$ cat src/rtl/alu_sequencer_pkg.sv
// Shared opcodes, FSM encoding and default widths for the ALU sequencer.
// The opcode map follows the downstream ALU, except that 111 means LDI.
package alu_sequencer_pkg;

   localparam int DATA_W_DEF = 8;
   localparam int REG_AW_DEF = 2;

   localparam logic [2:0] OP_NOP  = 3'b000;
   localparam logic [2:0] OP_ADD  = 3'b001;
   localparam logic [2:0] OP_SUB  = 3'b010;
   localparam logic [2:0] OP_AND  = 3'b011;
   localparam logic [2:0] OP_OR   = 3'b100;
   localparam logic [2:0] OP_NOTA = 3'b101;
   localparam logic [2:0] OP_NOTB = 3'b110;
   localparam logic [2:0] OP_LDI  = 3'b111;

   typedef enum logic [1:0] {
      ST_IDLE = 2'd0,
      ST_READ = 2'd1,
      ST_EXEC = 2'd2,
      ST_WB   = 2'd3
   } state_t;

   function automatic logic op_writes_reg(input logic [2:0] op);
      return op != OP_NOP;
   endfunction

endpackage

$ cat src/rtl/alu_sequencer_regfile.sv
// Register file for the sequencer: two async read ports, an async debug port,
// one synchronous write port, cleared by the asynchronous active-low reset.
module seq_regfile #(
   parameter int DATA_W = 8,
   parameter int REG_AW = 2
) (
   input  logic              clk,
   input  logic              rst_n,
   input  logic              i_we,
   input  logic [REG_AW-1:0] i_waddr,
   input  logic [DATA_W-1:0] i_wdata,
   input  logic [REG_AW-1:0] i_ra_addr,
   output logic [DATA_W-1:0] o_ra_data,
   input  logic [REG_AW-1:0] i_rb_addr,
   output logic [DATA_W-1:0] o_rb_data,
   input  logic [REG_AW-1:0] i_dbg_addr,
   output logic [DATA_W-1:0] o_dbg_data
);

   localparam int DEPTH = 1 << REG_AW;

   logic [DATA_W-1:0] r_mem [DEPTH];

   always_ff @(posedge clk or negedge rst_n) begin
      if (!rst_n) begin
         for (int i = 0; i < DEPTH; i++) begin
            r_mem[i] <= '0;
         end
      end else if (i_we) begin
         r_mem[i_waddr] <= i_wdata;
      end
   end

   // Reads see the pre-write contents during the write cycle.
   assign o_ra_data  = r_mem[i_ra_addr];
   assign o_rb_data  = r_mem[i_rb_addr];
   assign o_dbg_data = r_mem[i_dbg_addr];

endmodule

$ cat src/rtl/alu_sequencer.sv
// Four-state control stage feeding an external combinational ALU: accept an
// instruction, read operands, capture the result, write back and report it.
module alu_sequencer
   import alu_sequencer_pkg::*;
#(
   parameter int DATA_W = DATA_W_DEF,
   parameter int REG_AW = REG_AW_DEF
) (
   input  logic              clk,
   input  logic              rst_n,
   input  logic              instr_valid,
   output logic              instr_ready,
   input  logic [2:0]        instr_op,
   input  logic [REG_AW-1:0] instr_rd,
   input  logic [REG_AW-1:0] instr_rs1,
   input  logic [REG_AW-1:0] instr_rs2,
   input  logic [DATA_W-1:0] instr_imm,
   output logic [DATA_W-1:0] alu_a,
   output logic [DATA_W-1:0] alu_b,
   output logic [2:0]        alu_opcode,
   input  logic [DATA_W-1:0] alu_result,
   output logic              res_valid,
   output logic [DATA_W-1:0] res_data,
   output logic [REG_AW-1:0] res_rd,
   output logic              res_zero,
   input  logic [REG_AW-1:0] dbg_addr,
   output logic [DATA_W-1:0] dbg_data,
   output logic [1:0]        dbg_state
);

   // Handshake: an instruction transfers on a rising edge where instr_valid
   // and instr_ready are both high; instr_ready is high only in IDLE, and
   // instr_* is ignored at every other time.

   state_t            r_state;
   logic [2:0]        r_op;
   logic [REG_AW-1:0] r_rd;
   logic [REG_AW-1:0] r_rs1;
   logic [REG_AW-1:0] r_rs2;
   logic [DATA_W-1:0] r_imm;
   logic [DATA_W-1:0] r_result;
   logic [DATA_W-1:0] r_alu_a;
   logic [DATA_W-1:0] r_alu_b;
   logic [2:0]        r_alu_opcode;
   logic              r_res_valid;
   logic [DATA_W-1:0] r_res_data;
   logic [REG_AW-1:0] r_res_rd;
   logic              r_res_zero;

   logic              w_accept;
   logic              w_we;
   logic [DATA_W-1:0] w_rdata_a;
   logic [DATA_W-1:0] w_rdata_b;
   logic [DATA_W-1:0] w_result;

   assign instr_ready = rst_n && (r_state == ST_IDLE);
   assign w_accept    = instr_valid && instr_ready;
   assign w_we        = (r_state == ST_WB) && op_writes_reg(r_op);

   // LDI bypasses the ALU; NOP always retires zero regardless of the ALU.
   assign w_result = (r_op == OP_LDI) ? r_imm :
                     (r_op == OP_NOP) ? '0    : alu_result;

   seq_regfile #(
      .DATA_W (DATA_W),
      .REG_AW (REG_AW)
   ) u_regfile (
      .clk        (clk),
      .rst_n      (rst_n),
      .i_we       (w_we),
      .i_waddr    (r_rd),
      .i_wdata    (r_result),
      .i_ra_addr  (r_rs1),
      .o_ra_data  (w_rdata_a),
      .i_rb_addr  (r_rs2),
      .o_rb_data  (w_rdata_b),
      .i_dbg_addr (dbg_addr),
      .o_dbg_data (dbg_data)
   );

   always_ff @(posedge clk or negedge rst_n) begin
      if (!rst_n) begin
         r_state      <= ST_IDLE;
         r_op         <= '0;
         r_rd         <= '0;
         r_rs1        <= '0;
         r_rs2        <= '0;
         r_imm        <= '0;
         r_result     <= '0;
         r_alu_a      <= '0;
         r_alu_b      <= '0;
         r_alu_opcode <= '0;
         r_res_valid  <= 1'b0;
         r_res_data   <= '0;
         r_res_rd     <= '0;
         r_res_zero   <= 1'b0;
      end else begin
         case (r_state)
            ST_IDLE: begin
               if (w_accept) begin
                  r_op    <= instr_op;
                  r_rd    <= instr_rd;
                  r_rs1   <= instr_rs1;
                  r_rs2   <= instr_rs2;
                  r_imm   <= instr_imm;
                  r_state <= ST_READ;
               end
            end
            ST_READ: begin
               // LDI drives 111, which the ALU treats as zero.
               r_alu_a      <= w_rdata_a;
               r_alu_b      <= w_rdata_b;
               r_alu_opcode <= r_op;
               r_state      <= ST_EXEC;
            end
            ST_EXEC: begin
               r_result    <= w_result;
               r_res_valid <= 1'b1;
               r_res_data  <= w_result;
               r_res_rd    <= r_rd;
               r_res_zero  <= (w_result == '0);
               r_state     <= ST_WB;
            end
            ST_WB: begin
               r_res_valid <= 1'b0;
               r_res_zero  <= 1'b0;
               r_state     <= ST_IDLE;
            end
            default: r_state <= ST_IDLE;
         endcase
      end
   end

   assign alu_a      = r_alu_a;
   assign alu_b      = r_alu_b;
   assign alu_opcode = r_alu_opcode;
   assign res_valid  = r_res_valid;
   assign res_data   = r_res_data;
   assign res_rd     = r_res_rd;
   assign res_zero   = r_res_zero;
   assign dbg_state  = r_state;

endmodule

$ cat config.mk
export PLATFORM = sky130hd
export DESIGN_NAME = alu_sequencer
export DESIGN_NICKNAME = d
export VERILOG_FILES = /design/src/rtl/alu_sequencer_pkg.sv /design/src/rtl/alu_sequencer_regfile.sv /design/src/rtl/alu_sequencer.sv
export SDC_FILE = /design/constraint.sdc
export NUM_CORES = 1
export LEC_CHECK = 0
export ABC_AREA = 1
export CELL_PAD_IN_SITES_DETAIL_PLACEMENT = 2
export CELL_PAD_IN_SITES_GLOBAL_PLACEMENT = 2
export CORE_AREA = 2 2 119 121
export DETAILED_ROUTE_END_ITERATION = 8
export DIE_AREA = 0 0 121 123
export PLACE_DENSITY = 0.86
export SYNTH_ARGS = -nofsm -noshare
export SYNTH_HDL_FRONTEND = slang
export SYNTH_HIERARCHICAL = 1
export SYNTH_SLANG_ARGS = --single-unit
$ cat constraint.sdc
create_clock -name clk -period 2.3 [get_ports clk]
set_input_delay 0.345 -clock clk [delete_from_list [all_inputs] [get_ports clk]]
set_output_delay 0.345 -clock clk [all_outputs]
set_load 0.03 [all_outputs]
==> impl_metrics.py, run 1 <==
metrics = {
    "pwr": {
        "power_mw": 9.094,
        "switching_power_mw": 4.351,
        "power_frac_clock": 0.177,
        "pwr-share-seq": 0.313,
        "ir_drop_v": 0.0007057,
        "internal_power_mw": 4.743,
        "pwr-share-comb": 0.510,
        "pwr_density_cell_mw_per_mm2": 1610,
        "switching_share": 0.4784,
        "leakagePower_nw": 2.897,
    },
    "logic_synthesis": {
        "yosys.area.top_type": "dfrtp_1",
        "yosys-top-cells-area": "dfrtp_1 46%, nand2_1 17%, nand3_1 7.1%",
        "synth_seq_area_share": 0.4561,
        "syn_nets": 599,
        "netlist_instances": 564,
        "synth_top_area_frac": 0.4561,
        "synth_warnings": 6,
        "ys_seq_elements": 82,
        "syn_area_per_cell_um2": 7.978,
        "synth_area_mm2": 0.004499,
        "yosysUniqueCellTypes": 26,
    },
    "timing": {
        "finalCritPeriodShare": 0.8518,
        "max_freq_mhz": 510.4,
        "hold_ws_ns": 0.06497,
        "setup_viol": 0,
        "relSlewSlack": 0.4891,
        "fin_worst_skew_ns": 0.007615,
        "finalMaxSlewViolations": 0,
        "fin_crit_ns": 1.959,
        "worst_slack_ns": 0.3409,
        "hold_viol_final": 0,
        "rsz0062_at_grt": "false",
        "worst_pin_slew_ns": 0.7664,
        "setup_tns_ns": 0,
    },
    "placement": {
        "dp_slack_ns": 0.4370,
        "placed_area_mm2": 0.005321,
        "dp_hpwl_mm": 11.88,
        "place_inst": 800,
        "gp_congestion": 0.8259,
        "io_buffers": 71,
    },
    "route": {
        "dr_total_vias": 4135,
        "vias_per_cell": 5.067,
        "dr.first_iter.drc_count": 242,
        "first_pass_iters": 6,
        "antenna_left": 0,
        "drt_wl_total_mm": 15.92,
        "drc_errors": 0,
        "wl_per_cell_um": 19.51,
    },
    "cells_and_area": {
        "syn_to_final_growth_pct": 25.56,
        "fin_util": 0.4150,
        "fin_area_mm2": 0.005649,
        "fill_cells": 1571,
        "n_antenna_cell": 0,
        "fin_cells": 816,
        "seq_area_mm2": 0.002052,
        "nets": 666,
        "drive_gt1_frac": 0.1321,
        "multi_input_area_mm2": 0.001971,
    },
    "clocking": {
        "cts_tree": "done",
        "path_clk_slew_ns": 0.07,
        "worstSkewPairLatency_ns": 0.35,
        "cts_sinks": 82,
        "cts_hold_buf": 0,
        "post_cts_resized": 0,
        "root_buffer": "clkbuf_16",
        "postCtsSetupBuffers": 0,
        "numCtsBuffers": 9,
        "clockBufferDepth": 2,
        "htree_levels": 3,
    },
    "worst_setup_path": {
        "slowest_delay_ns": 0.74,
        "crit_path_end_kind": "output port",
        "path_cells": "clkdlybuf4s50_1",
        "worst-path-buf-inv": 1,
        "worstSetupPathType": "reg -> out",
        "cp_slowest_cell": "clkdlybuf4s50_1",
        "path_delay_family": "buffers and inverters",
        "critPathLaunchType": "register",
        "worst_ep_arrival_time_ns": 1.61,
        "worstPathRequired_ns": 1.96,
        "worstPathMaxFanout": 6,
    },
    "global_route": {
        "grt_max_degree": 83,
        "antenna_found_initial": 0,
        "grt_overflow": 0,
        "first_global_vias": 4559,
        "grt_pass1_wl_mm": 25.27,
        "grtUsageMet3": 0.03506,
        "gr-usage-met2": 0.4094,
        "met1_usage": 0.2789,
        "track_usage": 0.2260,
        "busiest_layer": "met2",
    },
    "flow_run": {
        "cap_violations": 0,
    },
    "status": {
        "status": "finished, final reports clean",
    },
    "die": {
        "fp-row-count": 43,
        "die_h_um": 123,
        "die-area_mm2": 0.01488,
        "start_util": 0.3305,
        "die_w_um": 121,
        "io_pins": 72,
        "core_area_mm2": 0.01361,
    },
    "hold_path": {
        "hp-class": "in -> async",
    },
}
==> final timing paths <==
kind                                                 startpoint                         endpoint  slack [ns]  cells after the start
worst max-delay path                    res_data[6]$_DFFE_PN0P_                      res_data[6]        0.34                      1
worst min-delay path                                      rst_n   u_regfile/r_mem[1]$_DFFE_PN0P_        0.06                      2
worst max register to register              r_op[0]$_DFFE_PN0P_   u_regfile/r_mem[9]$_DFFE_PN0P_        0.41                      6
worst min register to register  u_regfile/r_mem[16]$_DFFE_PN0P_  u_regfile/r_mem[16]$_DFFE_PN0P_        0.47                      2
max in group asynchronous                                 rst_n             alu_b[0]$_DFFE_PN0N_        1.84                      2
min in group clk                u_regfile/r_mem[16]$_DFFE_PN0P_  u_regfile/r_mem[16]$_DFFE_PN0P_        0.47                      2
==> state kept, by name, summed over array words and instances, names as in the netlist, 3 cells and up <==
signal and flops:
alu_a 8, alu_b 8, res_data 8, alu_opcode 3, u_regfile/r_mem 32, r_imm 8
r_op 3
==> final cells by class <==
class,count,area share
flip-flops and latches,82,0.3632
multi-input cells,383,0.3488
repair buffers,83,0.1395
inverters,72,0.05050
clock buffers,10,0.04230
well taps,180,0.03987
clock inverters,6,0.01573
==> cell families after synthesis <==
family / Yosys count / synth area share
AO/OA/AOI/OAI: 36 / 0.04783
flip-flops: 82 / 0.4561
buffers and inverters: 99 / 0.1073
AND/OR/NAND/NOR: 320 / 0.3198
adder cells (fa/ha/maj): 5 / 0.01390
multiplexers: 22 / 0.05506
==> per-layer routing <==
layer | share of wire | routed length (µm)
met2 | 0.53 | 8386
met5 | 0 | 0
met1 | 0.43 | 6830
met4 | 0.014 | 230
met3 | 0.029 | 469
==> cells in the mapped netlist, drive strengths merged <==
| master | n |
|---|---|
| nand3 | 69 |
| a31oi | 1 |
| mux2 | 22 |
| inv | 72 |
| a21oi | 15 |
| nand4 | 24 |
| buf | 26 |
| ha | 5 |
| clkbuf | 1 |
| nand2 | 208 |
| o21ai | 20 |
| nor2 | 19 |
| dfrtp | 82 |
==> power groups by stage <==
stage          Sequential, mW  Combinational, mW  Clock, mW
2_1_floorplan            3.01               2.75          0
4_1_cts                  2.86               4.68       1.65
3_5_place_dp             2.87               4.62          0
6_report                 2.84               4.64       1.61
3_3_place_gp             2.81               4.38          0
5_1_grt                  2.95               5.11       1.69
==> cells in the final DEF, fill, tap and decap left out, types with 2 or more instances in the layout <==
cell and instances:
dfrtp_1 82, mux2_2 18, ha_1 5, mux2_1 4
inv_1 63, o21ai_2 8, inv_2 6, nand2_2 2
inv_6 2, buf_4 21, nand3_1 64, nand2_1 205
a21oi_1 14, nor2_1 18, o21ai_0 12, nand4_1 24
nand3_4 5, bufinv_16 2, clkbuf_16 9, clkinvlp_4 2
clkdlybuf4s50_1 61
Note: power is estimated with default switching activity, not from simulation.
==> run 2, diff against run 1 <==
--- a/config.mk
+++ b/config.mk
@@ -18 +18,2 @@
 export SYNTH_SLANG_ARGS = --single-unit
+export TNS_END_PERCENT = 30
==> constraint.sdc (replaced) <==
create_clock -name clk -period 2.3 [get_ports clk]
set_input_delay 0.46 -clock clk [delete_from_list [all_inputs] [get_ports clk]]
set_output_delay 0.46 -clock clk [all_outputs]
set_load 0.03 [all_outputs]
==> run 2 against run 1 <==
Net effect: cell area is 0.49% lower; final cell count is 0.25% lower; setup slack worse by 0.14 ns; power is 0.74% lower; sequential power is 2% higher; register-to-register slack worse by 0.05 ns; non-clock buffer count is 2 lower; clock skew hardly changed; combinational power is 0.9% lower; largest cell class unchanged.
==> impl_metrics.py, run 2 (synthesis results as in run 1) <==
metrics = {
    "status": {
        "status": "finished, final reports clean",
    },
    "cells_and_area": {
        "fill_cells": 1543,
        "regMostFlops": "u_regfile/r_mem",
        "seq_area_mm2": 0.002052,
        "layout_commonest_cell": "nand2_1",
        "syn_to_final_growth_pct": 24.94,
        "most-common-layout-cells": "205 x nand2_1, 82 x dfrtp_1, 64 x nand3_1",
        "nets": 664,
        "n_antenna_cell": 0,
        "multi_input_area_mm2": 0.001971,
        "fin_util": 0.4130,
        "largest_register_ffs": 32,
        "drive_gt1_frac": 0.1293,
    },
    "timing": {
        "finalCritPeriodShare": 0.9106,
        "rsz0062_at_grt": "false",
        "worst_pin_slew_ns": 0.7913,
        "max_freq_mhz": 477.5,
        "fin_worst_skew_ns": 0.007968,
        "finalMaxSlewViolations": 0,
        "setup_viol": 0,
        "fin_crit_ns": 2.094,
        "relSlewSlack": 0.4725,
        "hold_ws_ns": 0.1916,
        "hold_viol_final": 0,
        "worst_slack_ns": 0.2057,
        "setup_tns_ns": 0,
    },
    "global_route": {
        "busiest_layer": "met2",
        "grt_overflow": 0,
        "grt_max_degree": 83,
        "met1_usage": 0.2758,
        "first_global_vias": 4610,
        "grtUsageMet3": 0.03690,
        "track_usage": 0.2271,
        "antenna_found_initial": 0,
        "gr-usage-met2": 0.4105,
        "grt_pass1_wl_mm": 25.64,
    },
    "clocking": {
        "root_buffer": "clkbuf_16",
        "cts_tree": "done",
        "cts_sinks": 82,
        "numCtsBuffers": 9,
        "htree_levels": 3,
        "clockBufferDepth": 2,
        "worstSkewPairLatency_ns": 0.35,
        "path_clk_slew_ns": 0.06,
        "post_cts_resized": 0,
        "postCtsSetupBuffers": 0,
        "cts_hold_buf": 0,
    },
    "worst_setup_path": {
        "r2r-end": "u_regfile/r_mem[22]$_DFFE_PN0P_",
        "worstPathMaxFanout": 16,
        "worstPathRequired_ns": 1.84,
        "critPathLaunchType": "primary input",
        "timing.rr.start": "r_op[2]$_DFFE_PN0P_",
        "worst_ep_arrival_time_ns": 1.63,
        "path_cells": "clkdlybuf4s50_1 > buf_4 > nand2_1 > nand3_1 > nand2_1 > buf_4",
        "r2r_cells": 6,
        "cp_slowest_cell": "clkdlybuf4s50_1",
        "slowest_delay_ns": 0.50,
        "crit_path_end_kind": "output port",
        "startpoint": "dbg_addr[0]",
        "rrSetupSlack_ns": 0.36,
        "worstSetupPathType": "in -> out",
    },
    "die": {
        "fp-row-count": 43,
        "die-area_mm2": 0.01488,
        "start_util": 0.3305,
        "die_h_um": 123,
        "io_pins": 72,
        "core_area_mm2": 0.01361,
        "die_w_um": 121,
    },
    "route": {
        "drt_wl_total_mm": 15.89,
        "dr.first_iter.drc_count": 234,
        "dr_total_vias": 4123,
        "vias_per_cell": 5.065,
        "antenna_left": 0,
        "first_pass_iters": 4,
        "drc_errors": 0,
        "wl_per_cell_um": 19.52,
    },
    "pwr": {
        "pwr_density_cell_mw_per_mm2": 1606,
        "ir_drop_v": 0.0006435,
        "leakagePower_nw": 2.891,
    },
    "placement": {
        "dp_slack_ns": 0.2038,
        "dp_hpwl_mm": 11.45,
        "io_buffers": 71,
        "gp_congestion": 0.8459,
    },
    "flow_run": {
        "cap_violations": 0,
    },
    "hold_path": {
        "hp-class": "in -> async",
    },
}
[run 2: final cells by class]
type,count,area share
Sequential cell,82,0.3650
Timing Repair Buffer,81,0.1375
Inverter,72,0.05075
Multi-Input combinational cell,383,0.3505
Clock buffer,12,0.04741
Tap cell,180,0.04006
Clock inverter,4,0.008680
[run 2: report_power, final]
part	switching, mW	internal (mW)
Clock	0.603	0.928
Sequential	0.797	2.10
Combinational	2.95	1.64
[run 2: routing by layer]
| layer | vias up | part of all wire |
|---|---|---|
| li1 | 1921 | - |
| met1 | 2081 | 0.42 |
| met2 | 104 | 0.52 |
| met3 | 17 | 0.043 |
| met4 | 0 | 0.018 |
| met5 | - | 0 |
[run 2: critical path, delay by kind of cell]
kind | cells | cell delay, ns
buffers and inverters | 3 | 0.91
and+or+nand+nor | 3 | 0.27
[run 2: stage by stage]
stage | cell area [µm²] | total power [mW] | std cells
after global placement | 5306 | 7.141 | 798
final | 5622 | 9.026 | 814
after CTS | 5622 | 9.120 | 814
after global routing | 5622 | 9.673 | 814
after floorplan | 4499 | 5.766 | 564
after detailed placement | 5306 | 7.434 | 798
[run 2: worst max path at each step]
stage | cells after the start | slack (ns) | to
floorplan | 7 | 0.54 | r_rs2[0]$_DFFE_PN0P_
global placement | 6 | 0.29 | dbg_data[0]
detailed placement | 6 | 0.20 | dbg_data[7]
CTS | 6 | 0.19 | dbg_data[7]
global route | 6 | 0.12 | dbg_data[0]
finish | 6 | 0.21 | dbg_data[7]
==> run 3, diff against run 2 <==
- SLEW_MARGIN: unset -> 0
==> results of run 3 <==
The final DEF is identical to that of run 2; final timing and power are the same.
